===== src/rtl/multi_flex_counter_if.sv =====
// Bundles the per-channel control, load and terminal-value buses of multi_flex_counter.
// Channel i of every packed bus occupies slice [i*NUM_CNT_BITS +: NUM_CNT_BITS].
interface multi_flex_counter_if #(
    parameter int NUM_CNT_BITS = 4,
    parameter int NUM_CH       = 2
);
    logic [NUM_CH-1:0]              clear;
    logic [NUM_CH-1:0]              load;
    logic [NUM_CH*NUM_CNT_BITS-1:0] load_val;
    logic [NUM_CH-1:0]              count_enable;
    logic [NUM_CH-1:0]              count_down;
    logic [NUM_CH-1:0]              sat_mode;
    logic [NUM_CH*NUM_CNT_BITS-1:0] rollover_val;
    logic [NUM_CH*NUM_CNT_BITS-1:0] count_out;
    logic [NUM_CH-1:0]              rollover_flag;
    logic [NUM_CH-1:0]              wrap_pulse;

    modport master (
        output clear, load, load_val, count_enable, count_down, sat_mode, rollover_val,
        input  count_out, rollover_flag, wrap_pulse
    );

    modport slave (
        input  clear, load, load_val, count_enable, count_down, sat_mode, rollover_val,
        output count_out, rollover_flag, wrap_pulse
    );
endinterface


===== src/rtl/multi_flex_counter.sv =====
// NUM_CH independent up/down counters with load, clear, wrap/saturate modes and
// optional cascading, where channel i only advances on a wrap of channel i-1.
module multi_flex_counter #(
    parameter int NUM_CNT_BITS = 4,
    parameter int NUM_CH       = 2,
    parameter int CASCADE      = 0
) (
    input  logic                  clk,
    input  logic                  n_rst,
    multi_flex_counter_if.slave   bus
);
    localparam logic [NUM_CNT_BITS-1:0] ONE = NUM_CNT_BITS'(1);

    logic [NUM_CH*NUM_CNT_BITS-1:0] cnt_q, cnt_d;
    logic [NUM_CH-1:0]              flag_q, flag_d;
    logic [NUM_CH-1:0]              pulse_q, wrap_evt;

    always_comb begin
        logic [NUM_CNT_BITS-1:0] c, r, nxt;
        logic                    en, evt, carry;
        cnt_d    = '0;
        flag_d   = '0;
        wrap_evt = '0;
        carry    = 1'b0;
        c        = '0;
        r        = '0;
        nxt      = '0;
        en       = 1'b0;
        evt      = 1'b0;
        for (int unsigned i = 0; i < NUM_CH; i++) begin
            c   = cnt_q[i*NUM_CNT_BITS +: NUM_CNT_BITS];
            r   = bus.rollover_val[i*NUM_CNT_BITS +: NUM_CNT_BITS];
            nxt = c;
            evt = 1'b0;
            // carry holds the previous channel's (already suppressed) wrap, so the chain ripples in one cycle
            en  = bus.count_enable[i] & ((CASCADE == 0) || (i == 0) || carry);

            if (en && (r != '0)) begin
                if (!bus.count_down[i]) begin
                    if (c < r) begin
                        nxt = c + ONE;
                    end else if (bus.sat_mode[i]) begin
                        nxt = r;
                    end else begin
                        nxt = ONE;
                        evt = 1'b1;
                    end
                end else begin
                    if (c > r) begin
                        nxt = r;
                    end else if (c > ONE) begin
                        nxt = c - ONE;
                    end else if (!bus.sat_mode[i]) begin
                        nxt = r;
                        evt = 1'b1;
                    end
                end
            end

            if (bus.clear[i]) begin
                nxt = '0;
                evt = 1'b0;
            end else if (bus.load[i]) begin
                nxt = bus.load_val[i*NUM_CNT_BITS +: NUM_CNT_BITS];
                evt = 1'b0;
            end

            cnt_d[i*NUM_CNT_BITS +: NUM_CNT_BITS] = nxt;
            flag_d[i]   = (nxt == r);
            wrap_evt[i] = evt;
            carry       = evt;
        end
    end

    always_ff @(posedge clk or negedge n_rst) begin
        if (!n_rst) begin
            cnt_q   <= '0;
            flag_q  <= '0;
            pulse_q <= '0;
        end else begin
            cnt_q   <= cnt_d;
            flag_q  <= flag_d;
            pulse_q <= wrap_evt;
        end
    end

    assign bus.count_out     = cnt_q;
    assign bus.rollover_flag = flag_q;
    assign bus.wrap_pulse    = pulse_q;
endmodule


===== src/flat_wrapper.sv =====
// flat-port wrapper written by rule: the top's interface ports become plain ports
module multi_flex_counter_flat 
#(
    parameter int NUM_CNT_BITS = 4,
    parameter int NUM_CH       = 2,
    parameter int CASCADE      = 0
)
  (clk, n_rst, bus_clear, bus_load, bus_load_val, bus_count_enable, bus_count_down, bus_sat_mode, bus_rollover_val, bus_count_out, bus_rollover_flag, bus_wrap_pulse);
  multi_flex_counter_if #(.NUM_CNT_BITS(NUM_CNT_BITS), .NUM_CH(NUM_CH)) bus_i ();
  input  logic clk;
  input  logic n_rst;
  input wire logic [$bits(bus_i.clear)-1:0] bus_clear;
  input wire logic [$bits(bus_i.load)-1:0] bus_load;
  input wire logic [$bits(bus_i.load_val)-1:0] bus_load_val;
  input wire logic [$bits(bus_i.count_enable)-1:0] bus_count_enable;
  input wire logic [$bits(bus_i.count_down)-1:0] bus_count_down;
  input wire logic [$bits(bus_i.sat_mode)-1:0] bus_sat_mode;
  input wire logic [$bits(bus_i.rollover_val)-1:0] bus_rollover_val;
  output wire logic [$bits(bus_i.count_out)-1:0] bus_count_out;
  output wire logic [$bits(bus_i.rollover_flag)-1:0] bus_rollover_flag;
  output wire logic [$bits(bus_i.wrap_pulse)-1:0] bus_wrap_pulse;
  assign bus_i.clear = bus_clear;
  assign bus_i.load = bus_load;
  assign bus_i.load_val = bus_load_val;
  assign bus_i.count_enable = bus_count_enable;
  assign bus_i.count_down = bus_count_down;
  assign bus_i.sat_mode = bus_sat_mode;
  assign bus_i.rollover_val = bus_rollover_val;
  assign bus_count_out = bus_i.count_out;
  assign bus_rollover_flag = bus_i.rollover_flag;
  assign bus_wrap_pulse = bus_i.wrap_pulse;
  multi_flex_counter #(.NUM_CNT_BITS(NUM_CNT_BITS), .NUM_CH(NUM_CH), .CASCADE(CASCADE)) u_core (.clk(clk), .n_rst(n_rst), .bus(bus_i));
endmodule

===== config.mk =====
export PLATFORM = sky130hd
export DESIGN_NAME = multi_flex_counter_flat
export DESIGN_NICKNAME = d
export VERILOG_FILES = /design/src/rtl/multi_flex_counter_if.sv /design/src/rtl/multi_flex_counter.sv /design/src/flat_wrapper.sv
export SDC_FILE = /design/constraint.sdc
export NUM_CORES = 1
export LEC_CHECK = 0
export CAP_MARGIN = 20
export CORE_MARGIN = 8
export CORE_UTILIZATION = 53
export CTS_CLUSTER_DIAMETER = 60
export DETAILED_ROUTE_END_ITERATION = 16
export GPL_ROUTABILITY_DRIVEN = 0
export GPL_TIMING_DRIVEN = 0
export PLACE_DENSITY = 0.79
export SLEW_MARGIN = 5
export SYNTH_ARGS = -nofsm -noshare
export SYNTH_HDL_FRONTEND = slang
export SYNTH_SLANG_ARGS = --single-unit

===== constraint.sdc =====
create_clock -name clk -period 3 [get_ports clk]
set_input_delay 0.3 -clock clk [delete_from_list [all_inputs] [get_ports clk]]
set_output_delay 0.3 -clock clk [all_outputs]
set_load 0.05 [all_outputs]

* Word level (Yosys, flattened, before mapping)
Cells that the tools add are included.
** Storage, ports and cells
- Flip-flop bits (word level) :: 12
- Bits of input ports :: 28
- Word-level logic and storage cells :: 53
** Cells by class
- Eq/ne operators :: 2
- $lt $le $gt $ge :: 6
- Multiplexer cells :: 34
- Add/sub/neg operators :: 4
- Reductions and logical operators :: 4
** Operators by type and width (number)
- two-way mux 4 bit :: 18
- two-way mux 1 bit :: 16
- adder 4 x 1 -> 4 bit (second input constant) :: 2
- equality test 4 bit :: 2
- > comparator 4 x 1 -> 1 bit (second input constant) :: 2
- > comparator 4 bit :: 2
- less-than comparator 4 bit :: 2
- nonzero test 4 bit :: 2
- subtractor 4 x 1 -> 4 bit (second input constant) :: 2
- logical AND 1 bit :: 2

* Logic depth before layout (Yosys ltp)
Gate-level depths: netlist (run 1).
- Word-level depth :: 8
- Mapped depth :: 11

* Least setup slack after synthesis (run 1)
No wires, ideal clock.
- Kind :: flip-flop to flip-flop
- From :: register u_core.cnt_q[4] (netlist: u_core.bus.count_out[4])
- To :: register u_core.flag_q[1] (netlist: u_core.bus.rollover_flag[1])
- Buffers on the path :: 0
- Arrival :: 2.930 ns
- Setup time :: 0.096 ns
- Setup slack :: -0.026 ns
- Stages on the path, launching flop included :: 10
- Path through :: dfrtp_1 > inv_1 > ha_1 > or4_1 > o31a_1 > o22ai_1 > nand2_1 > a311oi_1 > mux2_2 > nor4_2
** Between the ends
- Word-level cells in the longest chain between the ends :: 8
- Elaborated cells between the ends (all ways) :: 14
- Those cells by class :: add/sub (2); order compare (3); eq/ne (1); mux (8)
** RTL lines
- start, declared :: line multi_flex_counter.sv:14 : logic [NUM_CH*NUM_CNT_BITS-1:0] cnt_q, cnt_d;
- start signal, assigned :: line multi_flex_counter.sv:81 : cnt_q <= cnt_d;
- subtractor 4 x 1 -> 4 bit, or another cell as far along :: line multi_flex_counter.sv:52 : nxt = c - ONE;
- two-way mux 4 bit :: line multi_flex_counter.sv:51 : end else if (c > ONE) begin
- two-way mux 4 bit :: line multi_flex_counter.sv:49 : if (c > r) begin
- two-way mux 4 bit :: line multi_flex_counter.sv:39 : if (!bus.count_down[i]) begin
- two-way mux 4 bit * :: line multi_flex_counter.sv:38 : if (en && (r != '0)) begin
- two-way mux 4 bit * :: line multi_flex_counter.sv:63 : end else if (bus.load[i]) begin
- two-way mux 4 bit * :: line multi_flex_counter.sv:60 : if (bus.clear[i]) begin
- equality test 4 bit * :: line multi_flex_counter.sv:69 : flag_d[i] = (nxt == r);
- via u_core.flag_d[1] :: line multi_flex_counter.sv:15 : logic [NUM_CH-1:0] flag_q, flag_d;
- end signal, assigned :: line multi_flex_counter.sv:82 : flag_q <= flag_d;
- end, declared :: line multi_flex_counter.sv:15
Mark *: on every way through the listed nets, which the timed path passes. The rest lies on a longest branch.

* Worst setup path in the final report (run 1)
- From :: input bus_rollover_val[2]
- To :: register u_core.flag_q[0] (netlist: u_core.bus.rollover_flag[0])
** Between the ends
- Word-level cells in the longest chain between the ends :: 8
- Elaborated cells between the ends (all ways) :: 14
- Those cells by class :: order compare (2); eq/ne (1); mux (9); reduce/logical (2)
** RTL lines
- start, declared :: line flat_wrapper.sv:18 : input wire logic [$bits(bus_i.rollover_val)-1:0] bus_rollover_val;
- branches (longest 7 deep; another with less-than comparator 4 bit)
- equality test 4 bit * :: line multi_flex_counter.sv:69
- via u_core.flag_d[0] :: line multi_flex_counter.sv:15
Mark *: on every way through the listed nets, which the timed path passes.

==> key figures, run 1 <==
STA
  – Fin crit share: 0.985
  – Hold Vio Cnt, Final: 0
  – Final Skew: approximately 0.0018 ns
  – Final Setup Violations: 0
  – Setup TNS: 0 ns
  – Worst Tran Pin Value: 0.871 ns
  – FMAX: around 0.34 GHz
  – Final count of pins violating max slew: 0
  – Final worst slack: 0.0452 ns
  – Slew headroom: 0.412
  – Hold slack: 0.401 ns
  – Fin crit period: between 2 and 3 ns

CTS
  – CTS tree: built
  – Clk buf depth: 2
  – Clk sinks: 12
  – CTS Hold Bufs: 0
  – Clock root buffer: clkbuf_8
  – CTS clk-pin slew, worst paths: approximately 0.050 ns
  – Worst-skew pair later-pin latency: ~0.24 ns
  – Total CTS buffers: 3
  – CTS H-tree depth: 1

Routing
  – DR WL met3: 630 µm
  – WL per Instance: between 15 and 20 µm
  – Pre-antenna DRT Iters: 4
  – Via Count: 2309
  – Final wirelength: ~6200 µm
  – M1 wire length: 2940 µm
  – Residual DRC count: 0
  – Detailed-route vias per instance: 6.40
  – DRT antenna net count: 0
  – DR iter-0 viols: 251
  – Top sig layer: met4
  – Routed met2 length: 2550 µm

Layout
  – Nets: 356
  – Core Util, Final: 0.695
  – Area Overhead vs Synth: 27.3%
  – Share of layout cells above drive strength 1: 0.112
  – Antenna cells: 0

Floorplan
  – Die footprint: 5920 µm²
  – Die Ht: 77.0 µm
  – Initial Util: 0.546
  – Die width: 77.0 µm
  – Top Ports: 40
  – Row count: 22
  – CORE AREA: 3610 µm²

Global routing
  – GRT Residual Overflow: 0
  – GRT Total Usage: 0.200
  – First-pass GRT wire length: roughly 10000 µm
  – Vias in the first global route: 2047
  – Largest net degree at the start of global routing: 13
  – Initial antenna violation count: 0

Synthesis
  – Asr flop ratio synth: 1.00
  – Post-synth top area cell: dfrtp_1
  – Syn Inst Count: 269
  – Synth top area cells: dfrtp_1 (15%), ha_1 (8.9%), a21oi_1 (5.3%)
  – Post-synth top area share: 0.152
  – Syn Nets: 311
  – Ys Warns: 0
  – Mapped Area: 1970 µm²
  – Post-synthesis cell type count: 64
  – Number of flops mapped to enable cells by yosys: 0
  – Seq cells post-synth: 12
  – Syn Area/Cell: ~7.3 µm²
  – Sequential area share after synthesis: 0.152
  – Main flop type after synthesis: dfrtp_1

Critical path
  – RR Startpoint: u_core.bus.count_out[1]
  – Kind of start point of the critical path: input port
  – Setup crit start: bus_rollover_val[2]
  – Worst EP required: 3.13 ns
  – Arrival @ worst endpoint: 3.09 ns
  – Critical Path Sink Type: flop
  – R2R depth: 11
  – R2R Setup Slk: 0.15 ns
  – Reg2Reg Capture Point: u_core.bus.count_out[0]
  – Setup CP Type: input port to flop
  – CP Max Fanout: 7

Pwr
  – Cell Pwr Density: between 300 and 400 nW/µm²
  – Peak VDD IR: 145 µV
  – Power Total: roughly 0.85 mW
  – Pleak: 1.03 nW

Placement
  – Port-buffer cells: 36
  – Final HPWL DP: 4700 µm
  – Place WS: -0.365 ns

Flow run
  – Max_cap viols: 0

Min path
  – Hold Path Class: input port to async pin

Status
  – Outcome: finished, final reports clean
==> cells in the mapped netlist (all sizes together), types with 4 or more instances <==
cell and count:
inv 24, a21oi 21, nor2 21, nand2 19, o21ai 18, ha 14, clkbuf 13, dfrtp 12
nor3 11, nand3 9, a211oi 7, a31oi 7, nor4 7, o211ai 6, xnor2 5, a21o 4
a311oi 4, buf 4, nand2b 4, nand4 4, o41ai 4
==> sequential cells by signal, summed over array words and instances, names as in the netlist <==
register / flops
u_core.bus.rollover_flag: 2
u_core.bus.count_out: 8
u_core.bus.wrap_pulse: 2
==> metrics by stage <==
step | area [µm²] | cells
finish | 2510 | 361
global route | 2510 | 361
CTS | 2440 | 357
detailed placement | 2390 | 353
global placement | 2390 | 353
floorplan | 1970 | 269
==> how the worst max path moves through the flow <==
stage | slack, ns | cells past startpoint | endpoint
floorplan | 0.05 | 9 | u_core.bus.rollover_flag[1]
global placement | -0.36 | 11 | u_core.bus.rollover_flag[0]
detailed placement | -0.36 | 10 | u_core.bus.rollover_flag[0]
CTS | 0.02 | 9 | u_core.bus.rollover_flag[1]
global route | -0.04 | 11 | u_core.bus.rollover_flag[0]
finish | 0.05 | 11 | u_core.bus.rollover_flag[0]
==> layout make-up <==
type / count / area, µm²
Buffer: 17 / 82.6
Clock buffer: 4 / 55.1
Fill cell: 313 / 1100
Inverter: 24 / 93.8
Multi-Input combinational cell: 216 / 1520
Sequential cell: 12 / 305
Tap cell: 48 / 60.1
Timing Repair Buffer: 40 / 393
==> cell usage in the layout, fill, tap and decap left out, types with 7 or more instances in the layout <==
cell	count
a211oi_1	7
o21ai_0	16
inv_1	23
nand3_1	9
clkdlybuf4s50_1	32
ha_1	14
nor2_1	21
nand2_1	19
a31oi_1	7
dfrtp_1	8
nor3_1	10
clkbuf_1	12
a21oi_1	19
==> metal layers <==
| layer | GRT usage | vias up |
|---|---|---|
| met1 | 0.293 | 1053 |
| met2 | 0.274 | 124 |
| met5 | 0 | - |
| met4 | 0.0500 | 0 |
| li1 | - | 1124 |
| met3 | 0.0583 | 8 |
==> power breakdown <==
group | switching (mW) | total [mW] | internal [mW]
clock network | 0.0578 | 0.174 | 0.116
logic | 0.289 | 0.479 | 0.190
registers | 0.0186 | 0.193 | 0.175
total | 0.366 | 0.846 | 0.480
==> critical path: stages <==
cell           delay (ns)
dlygate4sd2_1        0.36
inv_1                0.14
ha_1                 0.33
and3b_1              0.23
o21a_4               0.26
or2_0                0.22
buf_6                0.14
o211ai_1             0.18
o311ai_0             0.32
or3_1                0.43
and4_1               0.17
==> kinds of logic (layout without fill, tap and decap cells) <==
logic type / after synthesis / after routing / share of synthesized area
AND/OR/NAND/NOR: 92 / 92 / 0.245
multiplexers: 4 / 4 / 0.0216
buffers and inverters: 41 / 85 / 0.0839
flip-flops: 12 / 12 / 0.152
AO/OA/AOI/OAI: 100 / 100 / 0.381
adder cells (fa/ha/maj): 14 / 14 / 0.0889
XOR/XNOR: 6 / 6 / 0.0267
==> timing repair <==
action,in CTS,in global routing
resized for setup,5,13
pin swaps,0,1
setup buffers,0,4
setup endpoints to repair,3,3
No activity file was read; power rests on OpenSTA's default activity.
==> inputs of run 2 (changes only) <==
Settings changed: CAP_MARGIN 20 to default, CORE_ASPECT_RATIO from default to 1.75, CORE_UTILIZATION 53 to 48, PLACE_DENSITY 0.79 to 0.75.
Clock period 3 ns to 2.4 ns, I/O delays scaled along.
==> run 2 against run 1 <==
Compared with the run above: the flow now finishes with violations (negative setup slack); design area is 18% higher; worst setup slack worse by 0.35 ns; global-route usage is 3.9 points higher; count of clock-buffer cells in the layout stayed put; clock skew is 0.0011 ns lower; utilization is 3.8 points higher; register-to-register slack worse by 0.45 ns; critical path type is now flop to flop.
==> key figures, run 2 (synthesis gave the netlist of run 1 again) <==
Layout
  – Largest register FFs: 8 (unchanged)
  – Most common cell after layout, fill and taps aside: clkdlybuf4s50_1
  – Nets: 370 (+3.9%)
  – Antenna cells: 0 (unchanged)
  – Area Overhead vs Synth: 50.1%
  – Share of layout cells above drive strength 1: 0.278 (+0.166)
  – Most frequent cells in the layout: clkdlybuf4s50_1 (32), inv_1 (19), nor2_1 (19)
  – Fillers: 311 (-0.64%)
  – Fin area: 2960 µm² (+18%)

CTS
  – CTS clk-pin slew, worst paths: 0.05 ns (about the same)
  – CTS H-tree depth: 1 (unchanged)
  – Clock root buffer: clkbuf_8
  – CTS tree: built
  – Worst-skew pair later-pin latency: 0.24 ns (about the same)
  – CTS Hold Bufs: 0 (unchanged)
  – Clk buf depth: 2 (unchanged)
  – Clk sinks: 12 (unchanged)
  – Total CTS buffers: 3 (unchanged)

Floorplan
  – Top Ports: 40 (unchanged)
  – Die width: 64.4 µm (-16%)
  – Die footprint: 6490 µm² (+9.6%)
  – Die Ht: 101 µm (+31%)
  – Initial Util: 0.488 (-0.0579)
  – Row count: 31 (+41%)
  – CORE AREA: 4030 µm² (+12%)

Critical path
  – Arrival @ worst endpoint: 2.87 ns (-0.22 ns)
  – Worst EP required: 2.57 ns (-0.56 ns)
  – Setup CP Type: flop to flop
  – Setup crit start: u_core.bus.count_out[0]
  – RR Startpoint: u_core.bus.count_out[0]
  – Critical Path Sink Type: flop
  – Slowest stage delay, CP: 0.52 ns (+0.09 ns)
  – Worst-path cell chain: inv_8, ha_4, and3b_2, o21a_4, or2_1, buf_6, o41ai_4, and4b_1, a2111oi_4, and4_1
  – CP max stage cell: dfrtp_4
  – CP Max Fanout: 6 (-1)
  – Kind of start point of the critical path: flop

Pwr
  – Seq pwr share: 0.197 (-0.032)
  – Sw frac: 0.446 (+0.0140)
  – Cell Pwr Density: 424 nW/µm² (+26%)
  – P_sw: 0.559 mW (+53%)
  – Combinational group share of total power: 0.631 (+0.065)
  – Peak VDD IR: 420 µV (+190%)
  – Power Total: 1.25 mW (+48%)
  – Clock power share: 0.172 (-0.033)
  – Pint: 0.694 mW (+44%)
  – Pleak: 1.16 nW (+12%)

Global routing
  – Vias in the first global route: 2526 (+23%)
  – GRT Total Usage: 0.240 (+0.0392)
  – Largest net degree at the start of global routing: 13 (unchanged)
  – GRT Residual Overflow: 0 (unchanged)
  – First-pass GRT wire length: 12500 µm (+24%)
  – Initial antenna violation count: 0 (unchanged)

STA
  – FMAX: 0.370 GHz
  – Final count of pins violating max slew: 0 (unchanged)
  – Fin crit period: 2.70 ns
  – Final Skew: 0.000684 ns (-0.00109 ns)
  – Final worst slack: -0.301 ns (-0.346 ns)
  – Final Setup Violations: 5 (+5)
  – Slew headroom: 0.534 (+0.122)
  – Setup TNS: -0.783 ns (-0.783 ns)
  – RSZ-0062 raised after global routing: yes
  – Fin crit share: 1.13
  – Hold Vio Cnt, Final: 0 (unchanged)
  – Worst Tran Pin Value: 0.697 ns (-0.174 ns)

Status
  – Outcome: finished, violations left
  – Violated checks: negative setup slack

Placement
  – Port-buffer cells: 36 (unchanged)
  – Dpl cell area: 2500 µm² (+4.7%)
  – Final HPWL DP: 5560 µm (+18%)

Routing
  – Top sig layer: met4
  – Detailed-route vias per instance: 6.76 (+5.6%)
  – DR iter-0 viols: 228 (-9.2%)
  – DRT antenna net count: 0 (unchanged)
  – Residual DRC count: 0 (unchanged)
  – Pre-antenna DRT Iters: 5 (+1)
  – M1 wire length: 2750 µm (-6.4%)
  – Final wirelength: 8080 µm (+31%)
  – WL per Instance: 21.5 µm (+25%)
  – Routed met2 length: 4410 µm (+72%)
  – Via Count: 2540 (+10%)
  – DR WL met3: 410 µm (-35%)

Flow run
  – Max_cap viols: 0 (unchanged)

Min path
  – Hold Path Class: input port to async pin
==> run 2: cell count changes in the layout (fill, tap and decap cells not counted), moves of 4 or more <==
cell	previous run	this run
buf_4	4	14
inv_1	23	19
ha_4	0	8
buf_6	2	6
ha_1	14	6
==> run 2: path summary, 6_finish.rpt <==
kind	end	slack (ns)	cells after the start
worst max-delay path	u_core.bus.rollover_flag[0]	-0.30	10
worst min-delay path	u_core.bus.rollover_flag[1]	0.34	1
worst max register to register	u_core.bus.rollover_flag[0]	-0.30	10
worst min register to register	u_core.bus.count_out[7]	0.65	2
max in group asynchronous	u_core.bus.count_out[0]	1.68	1
min in group clk	u_core.bus.count_out[2]	0.34	3
==> run 2: cell type report <==
class / count / area (µm²) / share of cell area
multi-input cells: 216 / 1830 / 0.618
plain buffers: 16 / 83.8 / 0.0284
well taps: 49 / 61.3 / 0.0207
repair buffers: 55 / 513 / 0.174
inverters: 24 / 105 / 0.0355
clock buffers: 4 / 55.1 / 0.0186
flip-flops and latches: 12 / 312 / 0.105
==> run 2: routing by layer <==
metal  global-route usage  vias to the layer above
li1                     -                     1148
met4                0.135                        0
met5                    0                        -
met2                0.460                      150
met1                0.233                     1186
met3               0.0301                       56
==> run 2: power groups by stage <==
stage | registers [mW] | logic [mW] | clock network [mW]
floorplan | 0.297 | 0.373 | 0
global placement | 0.253 | 0.610 | 0
detailed placement | 0.254 | 0.615 | 0
CTS | 0.246 | 0.697 | 0.213
global route | 0.248 | 0.838 | 0.229
finish | 0.246 | 0.791 | 0.215
==> run 2: critical path, delay by kind of cell, from the launching register on <==
| family | cells | cell delay, ns |
|---|---|---|
| compound gates | 3 | 0.82 |
| fa+ha+maj | 1 | 0.11 |
| buf+inv | 2 | 0.22 |
| flops | 1 | 0.52 |
| simple gates | 4 | 0.95 |
==> run 2: what timing repair did <==
action,4_1_cts,5_1_grt
setup buffers,13,6
setup endpoints to repair,10,6
resized for setup,36,28
pin swaps,17,5
==> run 2: stage by stage <==
| stage | hold slack, ns | setup WS (ns) | cells | utilization |
|---|---|---|---|---|
| 2_1_floorplan | -0.0556 | -0.180 | 269 | - |
| 3_3_place_gp | 0.596 | -0.926 | 354 | 0.621 |
| 3_5_place_dp | 0.609 | -0.931 | 354 | 0.621 |
| 4_1_cts | 0.363 | -0.270 | 370 | 0.692 |
| 5_1_grt | 0.364 | -0.385 | 376 | 0.733 |
| 6_report | 0.342 | -0.301 | 376 | 0.733 |
==> inputs of run 3 (changes only) <==
Settings changed: ABC_AREA from default to 1, CORE_UTILIZATION 48 to 52, PLACE_DENSITY 0.75 to 0.79.
Clock period 2.4 ns to 3.05 ns, I/O delays scaled along.
==> run 3 against run 2 <==
Compared with the run above: the flow now finishes without violations; die area shrank 12%; clock power is 34% lower; design area fell by 23%; combinational power down 45%; total power down 39%; sequential power fell by 22%; routed wire length is 35% lower; clock skew about the same; critical path type is now input port to flop.
==> key figures, run 3 <==
Critical path
  – Arrival @ worst endpoint: 2.48 ns (-0.39 ns)
  – CP Max Fanout: 10 (+4)
  – Critical Path Sink Type: flop
  – Setup CP Type: input port to flop
  – RR Startpoint: u_core.bus.count_out[4]
  – Kind of start point of the critical path: input port
  – Setup crit start: bus_rollover_val[3]
  – Worst EP required: 3.18 ns (+0.61 ns)

Global routing
  – First-pass GRT wire length: 8790 µm (-30%)
  – Initial antenna violation count: 0 (unchanged)
  – GR met3 Demand/Resource: 0.0261 (-0.00400)
  – Met1 Use GR: 0.186 (-0.0473)
  – GRT Total Usage: 0.194 (-0.0459)
  – GRT busiest layer: met2
  – GRT Residual Overflow: 0 (unchanged)
  – Largest net degree at the start of global routing: 13 (unchanged)
  – Met2 Track Usage GR: 0.368 (-0.0921)
  – Vias in the first global route: 2085 (-17%)

Synthesis
  – Main flop type after synthesis: dfrtp_1
  – Sequential area share after synthesis: 0.165 (+0.0125)
  – Asr flop ratio synth: 1.00 (unchanged)
  – Syn Inst Count: 322 (+20%)
  – Mapped Area: 1820 µm² (-7.6%)
  – Syn Area/Cell: 5.65 µm² (-23%)
  – Seq cells post-synth: 12 (unchanged)
  – Post-synth top area cell: nand2_1
  – Ys Warns: 0 (unchanged)
  – Top-count cell post-synth: nand2_1
  – Synth top area cells: nand2_1 (28%), dfrtp_1 (16%), nand3_1 (11%)
  – Post-synth top area share: 0.278 (+0.126)
  – Post-synth top cells: nand2_1 (135), inv_1 (50), nand3_1 (39), a21oi_1 (20), ha_1 (14)
  – Post-synthesis cell type count: 26 (-59%)
  – Syn Nets: 364 (+17%)
  – Number of flops mapped to enable cells by yosys: 0 (unchanged)

Routing
  – Residual DRC count: 0 (unchanged)
  – Final wirelength: 5240 µm (-35%)
  – Pre-antenna DRT Iters: 4 (-1)
  – Via Count: 2109 (-17%)
  – Detailed-route vias per instance: 5.19 (-23%)
  – DRT antenna net count: 0 (unchanged)
  – DR iter-0 viols: 90 (-61%)
  – WL per Instance: 12.9 µm (-40%)

Floorplan
  – Die footprint: 5720 µm² (-12%)
  – Die Ht: 94.3 µm (-6.4%)
  – CORE AREA: 3360 µm² (-17%)
  – Die width: 60.7 µm (-5.7%)
  – Top Ports: 40 (unchanged)
  – Initial Util: 0.541 (+0.0531)
  – Row count: 28 (-9.7%)

CTS
  – CTS H-tree depth: 1 (unchanged)
  – CTS tree: built
  – Worst-skew pair later-pin latency: 0.24 ns (about the same)
  – CTS Hold Bufs: 0 (unchanged)
  – Total CTS buffers: 3 (unchanged)
  – CTS resizes: 0 (-100%)
  – Clk buf depth: 2 (unchanged)
  – CTS clk-pin slew, worst paths: 0.05 ns (about the same)
  – Post-CTS setup buffers: 0 (-13)
  – Clock root buffer: clkbuf_8
  – Clk sinks: 12 (unchanged)

STA
  – FMAX: approximately 0.43 GHz
  – Final worst slack: 0.704 ns (+1.00 ns)
  – Final Skew: 0.000247 ns (-0.000437 ns)
  – Hold slack: 0.415 ns (+0.0737 ns)
  – Worst Tran Pin Value: 0.525 ns (-0.173 ns)
  – Slew headroom: 0.649 (+0.116)
  – RSZ-0062 raised after global routing: no
  – Fin crit share: 0.769
  – Hold Vio Cnt, Final: 0 (unchanged)
  – Final count of pins violating max slew: 0 (unchanged)
  – Setup TNS: 0 ns (+0.783 ns)
  – Final Setup Violations: 0 (-5)
  – Fin crit period: approximately 2.3 ns

Placement
  – Place WS: 0.475 ns (+1.41 ns)
  – Port-buffer cells: 36 (unchanged)
  – Final HPWL DP: 4240 µm (-24%)
  – Dpl cell area: 2240 µm² (-11%)

Flow run
  – Max_cap viols: 0 (unchanged)

Layout
  – Most frequent cells in the layout: nand2_1 (135), inv_1 (50), nand3_1 (39)
  – Most common cell after layout, fill and taps aside: nand2_1
  – Area Overhead vs Synth: 25.2%
  – Largest register FFs: 8 (unchanged)
  – Fin area: 2280 µm² (-23%)
  – Share of layout cells above drive strength 1: 0.0748 (-0.203)
  – Nets: 405 (+9.5%)
  – Antenna cells: 0 (unchanged)
  – Fillers: 320 (+2.9%)

Pwr
  – Peak VDD IR: 412 µV (-2.1%)
  – Seq pwr share: 0.251 (+0.054)
  – Cell Pwr Density: 336 nW/µm² (-21%)
  – Combinational group share of total power: 0.565 (-0.066)
  – Sw frac: 0.450 (+0.00406)
  – Pleak: 1.32 nW (+14%)
  – P_sw: 0.345 mW (-38%)
  – Pint: 0.421 mW (-39%)
  – Clock power share: 0.184 (+0.012)

Status
  – Outcome: finished, final reports clean

Min path
  – Hold Path Class: input port to async pin
==> run 3: cell type report <==
type                       instances  area, µm²  share of cell area
clock buffer                       3       41.3              0.0181
sequential                        12        300               0.132
multi-input combinational        250       1270               0.560
inverter                          54        203              0.0890
buffer                             6       42.5              0.0187
tap                               45       56.3              0.0247
timing repair buffer              36        360               0.158
==> run 3: layer usage <==
metal	wire length (µm)	vias to the layer above
met5	0	-
met4	225	0
met3	263	22
met2	2890	78
met1	1860	923
li1	-	1086
==> run 3: worst paths after layout <==
path	endpoint	slack, ns	depth (start not counted)
min in group clk	u_core.bus.wrap_pulse[0]	0.49	2
max in group asynchronous	u_core.bus.count_out[3]	2.29	1
max reg2reg	u_core.bus.rollover_flag[1]	0.89	18
min	u_core.bus.rollover_flag[1]	0.42	1
min reg2reg	u_core.bus.count_out[7]	0.84	4
max	u_core.bus.rollover_flag[0]	0.70	18
==> run 3: cell families after synthesis <==
logic type,Yosys count,share of synthesized area
AND/OR/NAND/NOR,196,0.468
buffers and inverters,60,0.135
AO/OA/AOI/OAI,36,0.117
adder cells (fa/ha/maj),14,0.0962
flip-flops,12,0.165
XOR/XNOR,4,0.0192
==> run 3: critical path: stages <==
cell	delay, ns
clkdlybuf4s50_1	0.55
inv_1	0.14
ha_1	0.36
nand2_1	0.09
inv_2	0.09
nand2_2	0.11
nand2_4	0.13
nand2_2	0.10
nand2_1	0.06
nand2_1	0.05
nand2_1	0.06
nand2_1	0.06
nand2_1	0.08
nand2_1	0.08
nand2_1	0.06
nand2_1	0.04
nand2_1	0.07
nor2_1	0.04
==> run 3: metrics by stage <==
stage | std cells | power, mW | util
after floorplan | 322 | 0.496 | -
after global placement | 403 | 0.620 | 0.665
after detailed placement | 403 | 0.624 | 0.665
after CTS | 406 | 0.767 | 0.677
after global routing | 406 | 0.833 | 0.677
final | 406 | 0.765 | 0.677
==> run 3: power groups by stage <==
stage	sequential (mW)	combinational [mW]	clock, mW
5_1_grt	0.194	0.486	0.153
4_1_cts	0.192	0.431	0.143
6_report	0.192	0.433	0.141
2_1_floorplan	0.226	0.270	0
3_5_place_dp	0.194	0.429	0
3_3_place_gp	0.195	0.425	0
